**src/rtl/uart_pkg.sv**
```systemverilog
// Shared UART definitions: data width, launch FSM states and the default baud divisor.
package uart_pkg;

  localparam int unsigned UART_DATA_W      = 8;
  localparam logic [15:0] UART_DEFAULT_DIV = 16'd650;

  typedef enum logic [1:0] {
    IDLE      = 2'd0,
    LAUNCH    = 2'd1,
    WAIT_ACK  = 2'd2,
    WAIT_DONE = 2'd3
  } tx_state_e;

endpackage

```
**src/rtl/uart_tx_fifo_if.sv**
```systemverilog
// Launch handshake between the TX byte buffer and the UART transmitter.
interface uart_tx_fifo_if
  import uart_pkg::*;
();

  logic                   tx_start;
  logic [UART_DATA_W-1:0] tx_data;
  logic                   tx_busy;

  modport master (output tx_start, output tx_data, input tx_busy);
  modport slave  (input tx_start, input tx_data, output tx_busy);

endinterface

```
**src/rtl/uart_tx_fifo_sync_fifo.sv**
```systemverilog
// Synchronous show-ahead FIFO with a separate occupancy counter and a sticky overflow flag.
module sync_fifo #(
  parameter int unsigned DEPTH  = 16,
  parameter int unsigned ADDR_W = 4,
  parameter int unsigned WIDTH  = 8
) (
  input  logic              clk,
  input  logic              reset,
  input  logic              push,
  input  logic              pop,
  input  logic [WIDTH-1:0]  din,
  output logic [WIDTH-1:0]  dout,
  output logic              full,
  output logic              empty,
  output logic [ADDR_W:0]   count,
  output logic              overflow
);

  localparam logic [ADDR_W:0] FULL_COUNT = (ADDR_W + 1)'(DEPTH);

  logic [WIDTH-1:0]  mem_q [DEPTH];
  logic [ADDR_W-1:0] wr_ptr_q;
  logic [ADDR_W-1:0] rd_ptr_q;
  logic [ADDR_W:0]   count_q;
  logic [ADDR_W:0]   count_d;
  logic              full_q;
  logic              empty_q;
  logic              overflow_q;
  logic              do_push;
  logic              do_pop;

  // Both qualifiers use the registered flags, so a push while full is dropped even alongside a pop.
  assign do_push = push & ~full_q;
  assign do_pop  = pop & ~empty_q;

  always_comb begin
    count_d = count_q;
    if (do_push && !do_pop) begin
      count_d = count_q + (ADDR_W + 1)'(1);
    end else if (!do_push && do_pop) begin
      count_d = count_q - (ADDR_W + 1)'(1);
    end
  end

  always_ff @(posedge clk) begin
    if (reset) begin
      wr_ptr_q   <= '0;
      rd_ptr_q   <= '0;
      count_q    <= '0;
      full_q     <= 1'b0;
      empty_q    <= 1'b1;
      overflow_q <= 1'b0;
    end else begin
      if (do_push) wr_ptr_q <= wr_ptr_q + ADDR_W'(1);
      if (do_pop)  rd_ptr_q <= rd_ptr_q + ADDR_W'(1);
      if (push && full_q) overflow_q <= 1'b1;
      count_q <= count_d;
      full_q  <= (count_d == FULL_COUNT);
      empty_q <= (count_d == '0);
    end
  end

  always_ff @(posedge clk) begin
    if (do_push) mem_q[wr_ptr_q] <= din;
  end

  assign dout     = mem_q[rd_ptr_q];
  assign full     = full_q;
  assign empty    = empty_q;
  assign count    = count_q;
  assign overflow = overflow_q;

endmodule

```
**src/rtl/uart_tx_fifo.sv**
```systemverilog
// TX byte buffer plus launch controller: queues bytes and hands them to the transmitter one at a time.
module uart_tx_fifo
  import uart_pkg::*;
#(
  parameter int unsigned DEPTH  = 16,
  parameter int unsigned ADDR_W = 4
) (
  input  logic                   clk,
  input  logic                   reset,
  input  logic                   wr_en,
  input  logic [UART_DATA_W-1:0] wr_data,
  output logic                   full,
  output logic                   empty,
  output logic [ADDR_W:0]        count,
  output logic                   overflow,
  output logic                   idle,
  uart_tx_fifo_if.master         tx
);

  tx_state_e              state_q;
  logic                   tx_start_q;
  logic [UART_DATA_W-1:0] tx_data_q;
  logic [UART_DATA_W-1:0] fifo_dout;
  logic                   pop;

  assign pop = (state_q == IDLE) & ~empty & ~tx.tx_busy;

  sync_fifo #(
    .DEPTH  (DEPTH),
    .ADDR_W (ADDR_W),
    .WIDTH  (UART_DATA_W)
  ) u_fifo (
    .clk      (clk),
    .reset    (reset),
    .push     (wr_en),
    .pop      (pop),
    .din      (wr_data),
    .dout     (fifo_dout),
    .full     (full),
    .empty    (empty),
    .count    (count),
    .overflow (overflow)
  );

  // Level handshake: tx_start stays high until the transmitter reports busy, however late that is.
  always_ff @(posedge clk) begin
    if (reset) begin
      state_q    <= IDLE;
      tx_start_q <= 1'b0;
      tx_data_q  <= '0;
    end else begin
      unique case (state_q)
        IDLE: begin
          if (pop) begin
            tx_data_q  <= fifo_dout;
            tx_start_q <= 1'b1;
            state_q    <= LAUNCH;
          end
        end
        LAUNCH: state_q <= WAIT_ACK;
        WAIT_ACK: begin
          if (tx.tx_busy) begin
            tx_start_q <= 1'b0;
            state_q    <= WAIT_DONE;
          end
        end
        WAIT_DONE: begin
          if (!tx.tx_busy) state_q <= IDLE;
        end
        default: state_q <= IDLE;
      endcase
    end
  end

  assign tx.tx_start = tx_start_q;
  assign tx.tx_data  = tx_data_q;
  assign idle        = (state_q == IDLE) & empty;

endmodule

```
**src/flat_wrapper.sv**
```systemverilog
// flat-port wrapper written by rule: the top's interface ports become plain ports
module uart_tx_fifo_flat import uart_pkg::*;
#(
  parameter int unsigned DEPTH  = 16,
  parameter int unsigned ADDR_W = 4
)
  (clk, reset, wr_en, wr_data, full, empty, count, overflow, idle, tx_tx_start, tx_tx_data, tx_tx_busy);
  uart_tx_fifo_if tx_i ();
  input  logic clk;
  input  logic reset;
  input  logic wr_en;
  input  logic [UART_DATA_W-1:0] wr_data;
  output logic full;
  output logic empty;
  output logic [ADDR_W:0] count;
  output logic overflow;
  output logic idle;
  output wire logic [$bits(tx_i.tx_start)-1:0] tx_tx_start;
  output wire logic [$bits(tx_i.tx_data)-1:0] tx_tx_data;
  input wire logic [$bits(tx_i.tx_busy)-1:0] tx_tx_busy;
  assign tx_tx_start = tx_i.tx_start;
  assign tx_tx_data = tx_i.tx_data;
  assign tx_i.tx_busy = tx_tx_busy;
  uart_tx_fifo #(.DEPTH(DEPTH), .ADDR_W(ADDR_W)) u_core (.clk(clk), .reset(reset), .wr_en(wr_en), .wr_data(wr_data), .full(full), .empty(empty), .count(count), .overflow(overflow), .idle(idle), .tx(tx_i));
endmodule
```
**config.mk**
```make
export PLATFORM = sky130hd
export DESIGN_NAME = uart_tx_fifo_flat
export DESIGN_NICKNAME = d
export VERILOG_FILES = /design/src/rtl/uart_pkg.sv /design/src/rtl/uart_tx_fifo_if.sv /design/src/rtl/uart_tx_fifo_sync_fifo.sv /design/src/rtl/uart_tx_fifo.sv /design/src/flat_wrapper.sv
export SDC_FILE = /design/constraint.sdc
export NUM_CORES = 1
export LEC_CHECK = 0
export ABC_AREA = 1
export CELL_PAD_IN_SITES_DETAIL_PLACEMENT = 0
export CELL_PAD_IN_SITES_GLOBAL_PLACEMENT = 2
export CORE_MARGIN = 1
export CORE_UTILIZATION = 40
export CTS_CLUSTER_SIZE = 24
export DETAILED_ROUTE_END_ITERATION = 8
export GPL_TIMING_DRIVEN = 0
export PLACE_DENSITY_LB_ADDON = 0.05
export SLEW_MARGIN = 20
export SYNTH_ARGS = -nofsm -noshare
export SYNTH_HDL_FRONTEND = slang
export SYNTH_SLANG_ARGS = --single-unit
```
**constraint.sdc**
```tcl
create_clock -name clk -period 2 [get_ports clk]
set_input_delay 0.6 -clock clk [delete_from_list [all_inputs] [get_ports clk]]
set_output_delay 0.6 -clock clk [all_outputs]
set_load 0.02 [all_outputs]
```
==> metrics, run 1 <==
share of cells above drive strength 1=13.1%; fillers=1506; CP Class=primary input to flip-flop; IR drop worst, VDD=0.641 mV; initial antenna violation count=0; drc violations=0; Synth top area share=58.1%; DRT iter0 DRCs=388; GP Congestion=0.844; PortBufs=28; #FFs+latches synth=155; post-DP HPWL=11.5 mm; status=finished with violations; Synth cell types=32; CTS Root Cell=clkbuf_16; most frequent cells after synthesis=153 x nor2_1, 128 x edfxtp_1, 68 x nand3_1; Final period util=103%; Logic pwr share=24.7%; crit-path max FO=8; Hold Path Class=flip-flop to flip-flop; Hold Fails Final Rpt=0; Worst-Margin Slew=0.933 ns; drt first pass iters=5; Layout Nets=690; largest area contributor in the netlist=edfxtp_1; number of antenna diodes=0; Psw=2.87 mW; Max Clk Rate=486 MHz; die area=17000 sq um; worst slack, placed=-0.710 ns; Net Sw Frac=30.8%; initial core utilization=41.3%; P_leak=2.86 nW; Die H=131 um; minimum clock period=2.06 ns; WL/cell=19.2 um; sequential-to-total area share from yosys stat=66.3%; vias in the first global route=4297; Area Growth Syn to Fin=18.2%; hold buffers post-CTS=0; die width=131 um; I/O Pins=30; sequential cell area=4390 sq um; top post-synthesis cells by area=edfxtp_1 58%, nor2_1 8.7%, dfxtp_1 8.2%, nand3_1 5.1%, o21ai_0 3.3%; failing checks=negative setup slack; max-cap viol count=0; Post-synth EDFFs=128; FFs w/ async S/R, synth=0%; WP data required=2.06 ns; vias per inst=5.07; synth warn=0; Worst-path clk slew=0.06 ns; mapped cell area=6610 sq um; P_int=6.44 mW; Max-Slew Margin vs Limit=37.6%; aggregate routed wire length=17.2 mm; Core ar.=16000 sq um; count of mapped cells out of synthesis=619; Final Cell Area=7810 sq um; P per Cell Area=1190 nW/um^2; DR vias=4536; TritonCTS clock tree=yes; Worst Skew=0.00845 ns; Num Clock Sinks=155; Max H-tree Level=4; clk buf depth=2; CTS buffer count=17; Setup crit start kind=primary input; later-pin clock latency in the skew report=0.43 ns; Crit path arrival time=2.12 ns; ys flop type=edfxtp_1; register share of total power=40.9%; # setup viols final=47; Placement Cell Area=7160 sq um; fin. max-slew vios=0; DRT antenna net count=0; syn_area_per_cell=10.7 sq um; largest net degree at the start of global routing=17; GRT Total Usage=21.8%; # rows=46; most common cell in the synthesized netlist=nor2_1; first-pass GRT wire length=25.8 mm; element type at the critical path end=flip-flop; worst setup margin=-0.0592 ns; Syn Nets=642; final global-route overflow total=0; clock power share=34.5%; RSZ-0062 raised after global routing=true; footprint of the multi-input gates=1930 sq um
[kinds of logic (layout without fill, tap and decap cells)]
family | Yosys count | count (layout) | synth area share (%)
and+or+nand+nor | 293 | 293 | 18.9
DFF | 155 | 155 | 66.3
AOI/OAI and AO/OA | 88 | 88 | 7.14
buffers and inverters | 70 | 130 | 5.32
adders and majority gates | 11 | 11 | 2.08
xor gates and xnor gates | 2 | 2 | 0.265
[metrics by stage]
| step | power, mW | cells | hold WS, ns | setup TNS, ns | utilization [%] |
|---|---|---|---|---|---|
| finish | 9.31 | 895 | 0.479 | -1.43 | 48.8 |
| global route | 9.76 | 895 | 0.520 | -6.23 | 48.8 |
| CTS | 9.35 | 894 | 0.482 | -1.82 | 48.7 |
| detailed placement | 6.15 | 863 | 0.463 | -77.21 | 44.8 |
| global placement | 6.13 | 863 | 0.450 | -70.80 | 44.8 |
| floorplan | 5.33 | 619 | 0.477 | 0 | - |
[power by group through the flow]
stage               registers [mW]  clock network [mW]  logic [mW]
floorplan                     3.96                   0        1.38
global placement              3.86                   0        2.27
detailed placement            3.87                   0        2.28
CTS                           3.80                3.25        2.30
global route                  3.82                3.37        2.56
finish                        3.80                3.21        2.30
[layout make-up]
type                       instances  area share [%]
timing repair buffer              29            3.70
sequential                       155            56.2
buffer                            30            2.55
clock inverter                    13            1.95
clock buffer                      18            5.49
multi-input combinational        394            24.7
tap                              216            3.46
inverter                          40            1.95
[layer usage]
layer / routed length, um / part of all wire [%] / up-vias / track usage (%)
met1: 8260 / 48 / 2164 / 31.8
met3: 1150 / 6.7 / 17 / 4.64
met2: 7460 / 43 / 142 / 31.5
met5: 0 / 0 / - / 0
li1: - / - / 2213 / -
met4: 328 / 1.9 / 0 / 8.52
[path summary, 6_finish.rpt]
path                                                             start  cells after the start                             endpoint  slack [ns]
worst max register to register  u_core.u_fifo.rd_ptr_q[0]$_SDFFE_PP0P_                      8    u_core.tx.tx_data[2]$_SDFFE_PP0P_        0.17
worst min register to register     u_core.u_fifo.overflow$_SDFFE_PP0P_                      2  u_core.u_fifo.overflow$_SDFFE_PP0P_        0.48
worst min-delay path               u_core.u_fifo.overflow$_SDFFE_PP0P_                      2  u_core.u_fifo.overflow$_SDFFE_PP0P_        0.48
worst max-delay path                                             wr_en                      5  u_core.u_fifo.mem_q[9][0]$_DFFE_PP_       -0.06
[registers in the layout, summed over array words and instances (netlist names)]
signal                  flops
u_core.u_fifo.wr_ptr_q      4
u_core.u_fifo.empty         1
u_core.tx.tx_start          1
u_core.u_fifo.count         5
u_core.u_fifo.overflow      1
u_core.tx.tx_data           8
u_core.state_q              2
u_core.u_fifo.rd_ptr_q      4
u_core.u_fifo.mem_q       128
u_core.u_fifo.full          1
[worst max-delay path, cell delays in order]
cell and delay [ns]:
clkdlybuf4s50_1 0.49, nand2_2 0.15, inv_4 0.15, nand2_1 0.22, nor2_2 0.49
[what timing repair did]
action | CTS | global route
gates resized for setup | 28 | 8
cloned | 0 | 0
setup buffers | 0 | 1
hold endpoints to repair | 0 | 0
endpoints found under the setup margin | 135 | 69
pin swaps | 0 | 1
[cells in the final DEF (no fill, tap or decap), drive strengths merged]
cell type / n
buf: 26
o21ai: 63
nor4: 1
dlygate4sd2: 6
dlymetal6s2s: 3
clkdlybuf4s15: 1
clkinvlp: 3
dfxtp: 27
nand2: 61
edfxtp: 128
a31oi: 1
xor2: 2
nand3b: 2
clkinv: 9
clkbuf: 23
o211ai: 9
nor3: 3
ha: 11
bufinv: 3
a21oi: 14
inv: 38
o31a: 1
nand3: 69
clkdlybuf4s50: 18
nor2: 157
No activity file was read; power rests on OpenSTA's default activity.
==> run 2: changes to the inputs <==
--- a/config.mk
+++ b/config.mk
@@ -13,7 +13,7 @@
 export CTS_CLUSTER_SIZE = 24
 export DETAILED_ROUTE_END_ITERATION = 8
 export GPL_TIMING_DRIVEN = 0
-export PLACE_DENSITY_LB_ADDON = 0.05
+export PLACE_DENSITY_LB_ADDON = 0.1
 export SLEW_MARGIN = 20
 export SYNTH_ARGS = -nofsm -noshare
 export SYNTH_HDL_FRONTEND = slang
==> run 2 against run 1 <==
- the run still ends with negative setup slack left
- sequential share of layout area is 1.2 points lower
- worst setup slack better by 0.013 ns
- via count is 0.13% lower
- cell count is 0.56% higher
- largest power group unchanged
- die area stayed put
- utilization is 1.0 points higher
- critical endpoint is now u_core.u_fifo.mem_q[8][0]$_DFFE_PP_
- critical path type unchanged
==> metrics, run 2 (same netlist as run 1, synthesis figures left out) <==
PortBufs=28; I/O Pins=30; Worst-path clk slew=0.05 ns; status=finished with violations; later-pin clock latency in the skew report=0.42 ns; fin. max-slew vios=0; Num Clock Sinks=155; first-pass GRT wire length=25.8 mm; Max-Slew Margin vs Limit=36.5%; share of cells above drive strength 1=13.3%; Die H=131 um; clk buf depth=2; hold buffers post-CTS=0; fillers=1461; Core ar.=16000 sq um; # rows=46; DRT iter0 DRCs=358; WL/cell=18.9 um; largest net degree at the start of global routing=17; reg2reg start=u_core.u_fifo.rd_ptr_q[0]$_SDFFE_PP0P_; Placement Cell Area=7160 sq um; GRT Total Usage=21.7%; post-DP HPWL=11.5 mm; DRT antenna net count=0; die width=131 um; WP data required=2.06 ns; failing checks=negative setup slack; max-cap viol count=0; HP Start=u_core.u_fifo.overflow$_SDFFE_PP0P_; Hold Path Cell Cnt=2; Hold Fails Final Rpt=0; IR drop worst, VDD=0.675 mV; Layout Nets=694; initial antenna violation count=0; CTS Root Cell=clkbuf_16; commonest non-fill, non-tap cell in the layout=nor2_1; Final Cell Area=7970 sq um; Min Hold Slack=0.474 ns; GP Congestion=0.895; Largest register FFs=128; R2R setup slack=0.15 ns; Hold Path Class=flip-flop to flip-flop; Worst-Margin Slew=0.950 ns; slowest CP cell=clkdlybuf4s50_1; sequential cell area=4390 sq um; aggregate routed wire length=17.0 mm; die area=17000 sq um; RSZ-0062 raised after global routing=true; DR vias=4530; Worst Hold Path EP=u_core.u_fifo.overflow$_SDFFE_PP0P_; drc violations=0; drt first pass iters=4; largest register by flop count=u_core.u_fifo.mem_q; Max Clk Rate=489 MHz; fin util=49.8%; vias per inst=5.03; worst reg2reg path endpoint=u_core.tx.tx_data[4]$_SDFFE_PP0P_; element type at the critical path end=flip-flop; Area Growth Syn to Fin=20.6%; r2r worst-path depth=8; commonest non-fill, non-tap cells in the layout=137 x nor2_1, 128 x edfxtp_1, 68 x nand3_1; final global-route overflow total=0; dpl cells=863; Cell Chain, Critical Path=clkdlybuf4s50_1 > nand2_2 > inv_4 > nand2_1 > nor2_2; worst setup margin=-0.0465 ns; initial core utilization=41.3%; P per Cell Area=1220 nW/um^2; Worst Skew=0.00888 ns; worst slack, placed=-0.767 ns; minimum clock period=2.05 ns; number of antenna diodes=0; Slowest Stage Delay on Critical Path=0.49 ns; CTS buffer count=17; vias in the first global route=4350; TritonCTS clock tree=yes; Final period util=102%; P_leak=2.93 nW; Crit path arrival time=2.10 ns; Setup crit start kind=primary input; Post-Layout Cell Count=900; crit-path max FO=8; footprint of the multi-input gates=1960 sq um; CP Class=primary input to flip-flop; # setup viols final=13; Max H-tree Level=4
run 2: cell count changes in the layout (fill, tap and decap cells not counted), sizes merged:
cell	before	now
dlymetal6s2s	3	2
buf	26	31
bufinv	3	6
dlygate4sd2	6	7
clkinvlp	3	0
clkinv	9	5
clkdlybuf4s15	1	0
clkbuf	23	28
run 2: where the power goes:
part | switching (mW) | internal, mW
Clock | 1.22 | 2.40
Combinational | 1.49 | 0.824
Sequential | 0.118 | 3.69
run 2: layout make-up:
cell class | instances | area share, %
sequential | 155 | 55.0
clock buffer | 23 | 5.87
inverter | 40 | 1.91
clock inverter | 9 | 2.43
tap | 216 | 3.39
buffer | 30 | 2.50
timing repair buffer | 33 | 4.35
multi-input combinational | 394 | 24.5
run 2: how the worst max path moves through the flow:
stage / start / end
CTS: wr_en / u_core.u_fifo.mem_q[4][0]$_DFFE_PP_
floorplan: wr_en / u_core.u_fifo.mem_q[0][0]$_DFFE_PP_
detailed placement: wr_en / u_core.u_fifo.mem_q[9][2]$_DFFE_PP_
finish: wr_en / u_core.u_fifo.mem_q[8][0]$_DFFE_PP_
global route: wr_en / u_core.u_fifo.mem_q[8][0]$_DFFE_PP_
global placement: wr_en / u_core.u_fifo.mem_q[9][2]$_DFFE_PP_
run 2: routing by layer:
metal / GRT usage (%) / wire [um] / vias to the layer above
met5: 0 / 0 / -
li1: - / - / 2232
met1: 31.9 / 8230 / 2170
met4: 7.03 / 252 / 0
met3: 4.52 / 873 / 17
met2: 32.0 / 7640 / 111
run 2: repair_timing:
item	in CTS	in global routing
pin swaps	0	2
gates resized for setup	32	9
setup endpoints to repair	132	76
buffers inserted	0	5
run 2: critical path, delay by kind of cell:
family | cells | cell delay [ns]
buffers and inverters | 2 | 0.63
and+or+nand+nor | 3 | 0.85
run 2: through the flow:
step,TNS [ns],power (mW)
2_1_floorplan,0,5.33
3_3_place_gp,-70.63,6.13
3_5_place_dp,-76.11,6.15
4_1_cts,-3.56,9.76
5_1_grt,-4.31,10.2
6_report,-0.342,9.74
==> run 3: changes to the inputs <==
==> constraint.sdc (replaced) <==
create_clock -name clk -period 2 [get_ports clk]
set_input_delay 0.4 -clock clk [delete_from_list [all_inputs] [get_ports clk]]
set_output_delay 0.4 -clock clk [all_outputs]
set_load 0.02 [all_outputs]
==> run 3 against run 2 <==
- the run now ends clean
- utilization is 0.76 points lower
- clock-buffer cell count stayed put
- flip-flop and latch count stayed put
- worst hold slack worse by 0.038 ns
- critical endpoint is now u_core.u_fifo.mem_q[12][3]$_DFFE_PP_
- largest cell class unchanged
- largest power group unchanged
==> metrics, run 3 (same netlist as run 1, synthesis figures left out) <==
clk buf depth=2; fin util=49.1%; P_leak=2.84 nW; largest net degree at the start of global routing=17; Max H-tree Level=4; CTS buffer count=17; Min Hold Slack=0.437 ns; die width=131 um; Placement Cell Area=7160 sq um; delay-heaviest family, CP=simple AND/OR/NAND/NOR gates; Max-Slew Margin vs Limit=37.2%; DRT antenna net count=0; commonest non-fill, non-tap cells in the layout=146 x nor2_1, 128 x edfxtp_1, 68 x nand3_1; I/O Pins=30; Setup crit start kind=primary input; WP data required=2.05 ns; Layout Nets=689; Worst Skew=0.00963 ns; DRT iter0 DRCs=355; CP Class=primary input to flip-flop; minimum clock period=1.98 ns; CP Buf/Inv Count=2; number of antenna diodes=0; sequential cell area=4380 sq um; crit-path max FO=8; Slowest Stage Delay on Critical Path=0.61 ns; Worst-Margin Slew=0.938 ns; WL/cell=18.9 um; IR drop worst, VDD=0.672 mV; status=finished clean; TritonCTS clock tree=yes; GRT Total Usage=21.7%; DR vias=4541; max-cap viol count=0; Final Cell Area=7850 sq um; P per Cell Area=1240 nW/um^2; Pwr Total=9.72 mW; Worst-path clk slew=0.06 ns; Max Clk Rate=504 MHz; Hold Fails Final Rpt=0; largest register by flop count=u_core.u_fifo.mem_q; Core ar.=16000 sq um; vias per inst=5.07; initial antenna violation count=0; final global-route overflow total=0; # rows=46; post-DP HPWL=11.5 mm; Largest register FFs=128; aggregate routed wire length=16.9 mm; drt first pass iters=4; drc violations=0; # setup viols final=0; RSZ-0062 raised after global routing=true; Cell Chain, Critical Path=clkdlybuf4s50_1 > nand2_2 > inv_4 > nand2_1 > nor2_1; Area Growth Syn to Fin=18.8%; Num Clock Sinks=155; footprint of the multi-input gates=1900 sq um; element type at the critical path end=flip-flop; Hold Path Class=primary input to flip-flop; share of cells above drive strength 1=10.8%; first-pass GRT wire length=25.8 mm; fin. max-slew vios=0; hold buffers post-CTS=0; reg2reg start=u_core.u_fifo.full$_SDFF_PP0_; CTS Root Cell=clkbuf_16; fillers=1483; HP Start=reset; die area=17000 sq um; initial core utilization=41.3%; Crit path arrival time=2.03 ns; Die H=131 um; commonest non-fill, non-tap cell in the layout=nor2_1; vias in the first global route=4351; GP Congestion=0.895; PortBufs=28; later-pin clock latency in the skew report=0.42 ns; Final period util=99.2%; CP Launch Point=wr_en; setup TNS=0 ns; slowest CP cell=nor2_1
==> run 3: timing repair <==
action | 4_1_cts | 5_1_grt
gates resized for setup | 7 | 4
setup endpoints to repair | 25 | 34
hold endpoints to repair | 0 | 0
setup buffers | 0 | 0
==> run 3: power by group <==
group	switching (mW)	internal [mW]	total [mW]
clock network	1.22	2.40	3.62
registers	0.117	3.69	3.80
logic	1.46	0.826	2.29
total	2.80	6.91	9.72
==> run 3: layout make-up <==
type                    instances  area share, %
plain buffers                  30           2.53
clock buffers                  23           5.96
clock inverters                 9           2.47
inverters                      40           1.94
multi-input cells             394           24.3
flip-flops and latches        155           55.8
well taps                     216           3.44
repair buffers                 28           3.55
==> run 3: worst paths after layout <==
| path | cells after the start | slack [ns] | to |
|---|---|---|---|
| worst max-delay path | 5 | 0.02 | u_core.u_fifo.mem_q[12][3]$_DFFE_PP_ |
| worst min-delay path | 4 | 0.44 | u_core.tx.tx_data[7]$_SDFFE_PP0P_ |
| worst max register to register | 5 | 0.12 | u_core.u_fifo.mem_q[12][3]$_DFFE_PP_ |
| worst min register to register | 2 | 0.47 | u_core.u_fifo.overflow$_SDFFE_PP0P_ |
==> run 3: per-stage QoR <==
stage / instances / setup slack, ns
finish: 895 / 0.0163
floorplan: 619 / 0.489
CTS: 895 / -0.00932
detailed placement: 863 / -0.567
global route: 895 / -0.0899
global placement: 863 / -0.511
==> run 3: layer usage <==
metal / share of wire, % / global-route usage, % / up-vias
li1: - / - / 2227
met1: 48 / 31.9 / 2178
met2: 45 / 32.0 / 119
met3: 5.5 / 4.52 / 17
met4: 1.3 / 7.03 / 0
met5: 0 / 0 / -
==> run 3: worst register-to-register path, stage by stage, from the launching register on <==
cell,delay [ns]
dfxtp_1,0.32
inv_1,0.06
nand2_2,0.12
inv_4,0.15
nand2_1,0.24
nor2_1,0.61
